<file path="config.mk">
export PLATFORM = sky130hd
export DESIGN_NAME = mem_port_arbiter_flat
export DESIGN_NICKNAME = d
export VERILOG_FILES = /design/src/rtl/mem_port_arbiter_if.sv /design/src/rtl/mem_port_arbiter.sv /design/src/flat_wrapper.sv
export SDC_FILE = /design/constraint.sdc
export NUM_CORES = 1
export LEC_CHECK = 0
export CORE_MARGIN = 10
export CORE_UTILIZATION = 25
export DETAILED_ROUTE_END_ITERATION = 8
export GPL_TIMING_DRIVEN = 0
export HOLD_SLACK_MARGIN = 0.15
export PLACE_DENSITY = 0.89
export SYNTH_ARGS = -nofsm -noshare
export SYNTH_HDL_FRONTEND = slang
export SYNTH_SLANG_ARGS = --single-unit
</file>
<file path="constraint.sdc">
create_clock -name clock -period 2.2 [get_ports clock]
set_input_delay 0.22 -clock clock [delete_from_list [all_inputs] [get_ports clock]]
set_output_delay 0.22 -clock clock [all_outputs]
set_load 0.005 [all_outputs]
</file>
<file path="src/rtl/mem_port_arbiter_if.sv">
// Requester-side handshake bundle for mem_port_arbiter: request channel
// (valid/ready with per-requester packed fields) and one-hot response strobe.
interface mem_port_arbiter_if #(
    parameter int unsigned NUM_REQ = 4,
    parameter int unsigned ADDR_W  = 32,
    parameter int unsigned DATA_W  = 8
);
    logic [NUM_REQ-1:0]        req_valid;
    logic [NUM_REQ-1:0]        req_wr;
    logic [NUM_REQ*ADDR_W-1:0] req_addr;
    logic [NUM_REQ*DATA_W-1:0] req_wdata;
    logic [NUM_REQ-1:0]        req_ready;
    logic [NUM_REQ-1:0]        rsp_valid;
    logic                      rsp_wr;
    logic [DATA_W-1:0]         rsp_rdata;
    logic                      rsp_err;

    // Requesting agents drive the request fields and observe grant/response.
    modport master (
        output req_valid, req_wr, req_addr, req_wdata,
        input  req_ready, rsp_valid, rsp_wr, rsp_rdata, rsp_err
    );

    // The arbiter consumes requests and produces grant/response.
    modport slave (
        input  req_valid, req_wr, req_addr, req_wdata,
        output req_ready, rsp_valid, rsp_wr, rsp_rdata, rsp_err
    );
endinterface

</file>
<file path="src/rtl/mem_port_arbiter.sv">
// Round-robin arbiter sharing a single-port byte memory between NUM_REQ
// requesters. Grant and memory drive are combinational from req_valid and
// the registered priority pointer; responses appear one cycle after accept.
// Optional feature: define MEM_PORT_ARBITER_ADDR_CHK_EN to reject addresses
// >= MEM_DEPTH (accepted but not forwarded, flagged with rsp_err, counted).
module mem_port_arbiter #(
    parameter int unsigned NUM_REQ   = 4,
    parameter int unsigned ADDR_W    = 32,
    parameter int unsigned DATA_W    = 8,
    parameter int unsigned MEM_DEPTH = 8
) (
    input  logic                 clock,
    input  logic                 reset,
    mem_port_arbiter_if.slave    bus,
    output logic [15:0]          err_count,
    output logic                 mem_wr_rd,
    output logic [ADDR_W-1:0]    mem_addr,
    output logic [DATA_W-1:0]    mem_data_in,
    input  logic [DATA_W-1:0]    mem_data_out
);
    localparam int unsigned ID_W  = (NUM_REQ > 1) ? $clog2(NUM_REQ) : 1;
    localparam int unsigned CNT_W = 16;

    // Elaboration-time sanity check on the configuration.
    if (NUM_REQ < 2 || NUM_REQ > 8 || MEM_DEPTH < 1) begin : g_param_check
        $error("mem_port_arbiter: NUM_REQ must be 2..8 and MEM_DEPTH >= 1");
    end

    logic [ID_W-1:0]   rr_ptr;
    logic [ID_W-1:0]   grant_id;
    logic [ID_W-1:0]   idx;
    logic              grant_any;
    logic              sel_wr;
    logic [ADDR_W-1:0] sel_addr;
    logic [DATA_W-1:0] sel_wdata;
    logic              sel_err;
    logic              fwd;

    logic              pend_valid;
    logic [ID_W-1:0]   pend_id;
    logic              pend_wr;
    logic              pend_err;

    // Wrap-around search for the first valid requester at or after rr_ptr.
    // Reset gates the search so nothing is granted while reset is held.
    always_comb begin
        grant_any = 1'b0;
        grant_id  = '0;
        idx       = '0;
        for (int unsigned k = 0; k < NUM_REQ; k++) begin
            idx = ID_W'((32'(rr_ptr) + k) % NUM_REQ);
            if (!grant_any && bus.req_valid[idx] && reset) begin
                grant_any = 1'b1;
                grant_id  = idx;
            end
        end
    end

    // Mux out the granted requester's fields.
    always_comb begin
        sel_wr    = bus.req_wr[grant_id];
        sel_addr  = bus.req_addr[32'(grant_id) * ADDR_W +: ADDR_W];
        sel_wdata = bus.req_wdata[32'(grant_id) * DATA_W +: DATA_W];
    end

`ifdef MEM_PORT_ARBITER_ADDR_CHK_EN
    assign sel_err = grant_any && !(sel_addr < ADDR_W'(MEM_DEPTH));
`else
    assign sel_err = 1'b0;
`endif

    assign fwd = grant_any && !sel_err;

    // Grant and memory drive; idle (or rejected) cycles drive an all-zero read.
    always_comb begin
        bus.req_ready = grant_any ? (NUM_REQ'(1) << grant_id) : '0;
        mem_wr_rd     = fwd ? sel_wr    : 1'b0;
        mem_addr      = fwd ? sel_addr  : '0;
        mem_data_in   = fwd ? sel_wdata : '0;
    end

    // Priority pointer and response pipeline register, loaded on acceptance.
    always_ff @(posedge clock or negedge reset) begin
        if (!reset) begin
            rr_ptr     <= '0;
            pend_valid <= 1'b0;
            pend_id    <= '0;
            pend_wr    <= 1'b0;
            pend_err   <= 1'b0;
        end else begin
            pend_valid <= grant_any;
            if (grant_any) begin
                pend_id  <= grant_id;
                pend_wr  <= sel_wr;
                pend_err <= sel_err;
                rr_ptr   <= (grant_id == ID_W'(NUM_REQ - 1)) ? '0
                                                             : ID_W'(grant_id + ID_W'(1));
            end
        end
    end

`ifdef MEM_PORT_ARBITER_ADDR_CHK_EN
    // Saturating count of range-rejected requests.
    always_ff @(posedge clock or negedge reset) begin
        if (!reset) begin
            err_count <= '0;
        end else if (sel_err && err_count != {CNT_W{1'b1}}) begin
            err_count <= CNT_W'(err_count + CNT_W'(1));
        end
    end
`else
    assign err_count = '0;
`endif

    // Response outputs decoded from the pipeline register; data only for clean reads.
    always_comb begin
        bus.rsp_valid = pend_valid ? (NUM_REQ'(1) << pend_id) : '0;
        bus.rsp_wr    = pend_valid && pend_wr;
        bus.rsp_err   = pend_valid && pend_err;
        bus.rsp_rdata = (pend_valid && !pend_wr && !pend_err) ? mem_data_out : '0;
    end
endmodule
</file>
<file path="src/flat_wrapper.sv">
// flat-port wrapper written by rule: the top's interface ports become plain ports
module mem_port_arbiter_flat 
#(
    parameter int unsigned NUM_REQ   = 4,
    parameter int unsigned ADDR_W    = 32,
    parameter int unsigned DATA_W    = 8,
    parameter int unsigned MEM_DEPTH = 8
)
  (clock, reset, err_count, mem_wr_rd, mem_addr, mem_data_in, mem_data_out, bus_req_valid, bus_req_wr, bus_req_addr, bus_req_wdata, bus_req_ready, bus_rsp_valid, bus_rsp_wr, bus_rsp_rdata, bus_rsp_err);
  mem_port_arbiter_if #(.NUM_REQ(NUM_REQ), .ADDR_W(ADDR_W), .DATA_W(DATA_W)) bus_i ();
  input  logic clock;
  input  logic reset;
  output logic [15:0] err_count;
  output logic mem_wr_rd;
  output logic [ADDR_W-1:0] mem_addr;
  output logic [DATA_W-1:0] mem_data_in;
  input  logic [DATA_W-1:0] mem_data_out;
  input wire logic [$bits(bus_i.req_valid)-1:0] bus_req_valid;
  input wire logic [$bits(bus_i.req_wr)-1:0] bus_req_wr;
  input wire logic [$bits(bus_i.req_addr)-1:0] bus_req_addr;
  input wire logic [$bits(bus_i.req_wdata)-1:0] bus_req_wdata;
  output wire logic [$bits(bus_i.req_ready)-1:0] bus_req_ready;
  output wire logic [$bits(bus_i.rsp_valid)-1:0] bus_rsp_valid;
  output wire logic [$bits(bus_i.rsp_wr)-1:0] bus_rsp_wr;
  output wire logic [$bits(bus_i.rsp_rdata)-1:0] bus_rsp_rdata;
  output wire logic [$bits(bus_i.rsp_err)-1:0] bus_rsp_err;
  assign bus_i.req_valid = bus_req_valid;
  assign bus_i.req_wr = bus_req_wr;
  assign bus_i.req_addr = bus_req_addr;
  assign bus_i.req_wdata = bus_req_wdata;
  assign bus_req_ready = bus_i.req_ready;
  assign bus_rsp_valid = bus_i.rsp_valid;
  assign bus_rsp_wr = bus_i.rsp_wr;
  assign bus_rsp_rdata = bus_i.rsp_rdata;
  assign bus_rsp_err = bus_i.rsp_err;
  mem_port_arbiter #(.NUM_REQ(NUM_REQ), .ADDR_W(ADDR_W), .DATA_W(DATA_W), .MEM_DEPTH(MEM_DEPTH)) u_core (.clock(clock), .reset(reset), .bus(bus_i), .err_count(err_count), .mem_wr_rd(mem_wr_rd), .mem_addr(mem_addr), .mem_data_in(mem_data_in), .mem_data_out(mem_data_out));
endmodule
</file>
==> impl_results.md <==
- Clk_skew: 0.00818 ns
- Initial antenna violation count: 0
- Sequential share of the synthesized area: 7.80%
- Max Fclk: approximately 370 MHz
- Top cell type's share of synthesized area: 21.8%
- Cells taking the most area after synthesis: mux2i_1, a32oi_1, nand3_1, nand2_1, buf_4
- Worst Setup Slack post-DPL: -1.22 ns
- Synth Flop Type: dfrtp_1
- Worst path arrival time: 2.49 ns
- Max clock buf depth: 2
- Number of synthesized flops with an enable pin: 0
- GRT Residual Overflow: 0
- CP startpoint kind: flip-flop
- Static Leak: about 2.2 nW
- Status: finished, violations left
- Die width: around 110 um
- Multiplexer area fraction after synthesis: 21.8%
- Finished Layout Cells: 656
- Netlist cell types: 34
- Post-synth ARST share: 100%
- NumNets Final: about 740
- Core Area: 7370 um^2
- NetSw: 1.64 mW
- DRC errors left: 0
- Post-route minimum period: 2.71 ns
- P&R area growth vs syn: 159%
- Via count: 3350
- Adder-cell share of the synthesized area: 0.650%
- RSZ-0062 raised after global routing: true
- Initial DRC count: between 90 and 100
- Setup TNS Final: -17.49 ns
- Worst hold path class: flip-flop to flip-flop
- CTS tree: built
- CTS HTree Levels: 1
- Cells after DPL: 624
- Final setup vio count: 45
- Simple-gate portion of the synthesized area: 30.2%
- Slew HR: 52.4%
- Root buffer cell: clkbuf_8
- WS Path Type: flip-flop to primary output
- Syn Area/Cell: ~7.0 um^2
- Largest family of logic cells by synthesized area: simple AND/OR/NAND/NOR gates
- Total power: 3.84 mW
- Largest net degree at the start of global routing: 11
- I/O Pins: around 250
- Critical Path End Type: primary output
- Vias in the first global route: between 3000 and 4000
- First-pass GRT wire length: 19.9 mm
- Clock-pin slew on the worst setup and hold paths: 0.04 ns
- WHS: 0.517 ns
- CP max stage delay: 0.49 ns
- Pwr Density: 771 nW/um^2
- Worst Setup SP: u_core.rr_ptr[0]$_DFFE_PN0P_
- Drt wl/cell: 20.8 um
- Final count of pins violating max slew: 0
- Starting Density: between 20% and 30%
- Antenna-violating nets left: 0
- DR vias/cell: 5.11
- Synthesized instance count: 276
- Num CTS Buffers: 3
- Combinational Power Share: 90.3%
- Launch point of the worst reg-to-reg path: u_core.rr_ptr[0]$_DFFE_PN0P_
- Sequential power share: 5.1%
- Measured slew at the worst slew-check pin: 0.713 ns
- Buffers on Ports: approximately 230
- DIE HEIGHT: between 100 and 150 um
- Post-Route WL: 13.6 mm
- Die area: 11600 um^2
- Proportion of layout cells with a drive suffix above 1: 29.4%
- Routability cong.: slightly below 0.8
- CP Max Fanout: 5
- Gr usage total: 21.5%
- Setup ws final: -0.509 ns
- Power Internal: 2.20 mW
- Period utilization: 123%
- # rows: 31
- Sw Ratio: 42.8%
- Min-delay src: u_core.pend_wr$_DFFE_PN0P_
- Clock Power Share: 4.5%
- Yosys reg bits: 6
- Critical Path RT: 1.98 ns
- Worst path cell trace: buf_6 -> mux2i_1 -> o22ai_1 -> o41a_1 -> buf_6 -> buf_12 -> buf_12 -> mux2i_1 -> a32oi_1 -> buf_2
- Post-DP HPWL: 10.8 mm
- CTS Sinks: 6
- Diode count: 0
- Worst skew pair latency: between 0.2 and 0.25 ns
- Yosys warning total: 0
- Failing checks: setup timing
- DR pass1 iterations: 4
- Final Hold Fails: 0
- Post-synth top area cell: mux2i_1
- Max-cap violations: 0
- Compound-cell area share of the yosys netlist: 24.1%
- Synth Cell Area: approximately 1900 um^2
- Post-synthesis xor/xnor area fraction: 0%
- VDD IR-drop max: between 0.3 and 0.4 mV
- Worst path slowest cell: o41a_1
## cell families (layout without fill, tap and decap cells)
group,count (synthesis),count (layout)
other cells,1,17
buf+inv,49,314
simple gates,123,123
compound gates,54,54
flops,6,6
mux,42,42
fa+ha+maj,1,1
## path summary, 6_finish.rpt
path                       cells after the start                           end  slack (ns)
min reg2reg                                    2    u_core.pend_wr$_DFFE_PN0P_        0.52
min                                            2    u_core.pend_wr$_DFFE_PN0P_        0.52
max in group asynchronous                      2  u_core.rr_ptr[1]$_DFFE_PN0P_        1.14
max reg2reg                                   11  u_core.rr_ptr[0]$_DFFE_PN0P_        0.07
max                                           10                   mem_addr[5]       -0.51
min in group asynchronous                      2  u_core.rr_ptr[0]$_DFFE_PN0P_        0.80
## through the flow
stage	utilization, %	cell area, um^2
2_1_floorplan	-	1980
3_3_place_gp	60.3	4440
3_5_place_dp	60.3	4440
4_1_cts	65.6	4840
5_1_grt	67.6	4980
6_report	67.6	4980
## power by group through the flow
stage / Sequential [mW] / Combinational [mW] / Clock [mW]
6_report: 0.197 / 3.47 / 0.175
4_1_cts: 0.193 / 3.32 / 0.180
3_3_place_gp: 0.178 / 2.69 / 0
5_1_grt: 0.207 / 3.70 / 0.185
2_1_floorplan: 0.173 / 1.36 / 0
3_5_place_dp: 0.179 / 2.73 / 0
## area by class of cell
cell class | instances | area [um^2]
plain buffers | 43 | 359
clock buffers | 3 | 41.3
fillers | 582 | 2390
inverters | 3 | 13.8
multi-input cells | 237 | 1790
flip-flops and latches | 6 | 151
well taps | 99 | 124
repair buffers | 265 | 2500
## synthesized netlist by cell type, types with 3 or more instances
master    number
a32oi_1       40
mux2i_1       42
nand2b_1       3
nor2_1         8
and2_1        10
clkbuf_1      15
a221oi_1       3
dfrtp_1        6
buf_4         22
buf_2          4
buf_6          3
nand2_1       52
nand3_1       40
nor2b_1        3
## sequential cells by signal, indices dropped and copies added (netlist names)
name and cells:
u_core.pend_wr 1, u_core.pend_valid 1, u_core.rr_ptr 2, u_core.pend_id 2
## critical path, delay by kind of cell, from the launching register on
kind                   cells  cell delay, ns
AO/OA/AOI/OAI              3            0.83
flip-flops                 1            0.37
buffers and inverters      5            0.73
multiplexers               2            0.32
## layer usage
metal	GRT usage, %	part of all wire, %	vias to the layer above	routed length [um]
met3	8.62	10	33	1400
met2	40.6	53	191	7260
met4	6.39	2.5	0	337
met1	20.8	34	1555	4630
li1	-	-	1571	-
met5	0	0	-	0
## placed cells by master (no fill, tap or decap), drive strengths merged, types with 6 or more instances in the layout
| cell type | synthesis | layout |
|---|---|---|
| a32oi | 40 | 40 |
| clkbuf | 15 | 17 |
| and2 | 10 | 10 |
| dfrtp | 6 | 6 |
| mux2i | 42 | 42 |
| nand2 | 52 | 52 |
| conb | 1 | 17 |
| buf | 31 | 104 |
| nand3 | 40 | 40 |
| nor2 | 8 | 8 |
| clkdlybuf4s50 | 0 | 186 |
## what timing repair did
action | 4_1_cts | 5_1_grt
hold endpoints to repair | 6 | 0
cloned | 8 | 1
endpoints found under the setup margin | 49 | 46
buffers inserted | 19 | 3
pin swaps | 46 | 46
resized for setup | 262 | 34
hold buffers | 1 | 0
No activity file was read; power rests on OpenSTA's default activity.
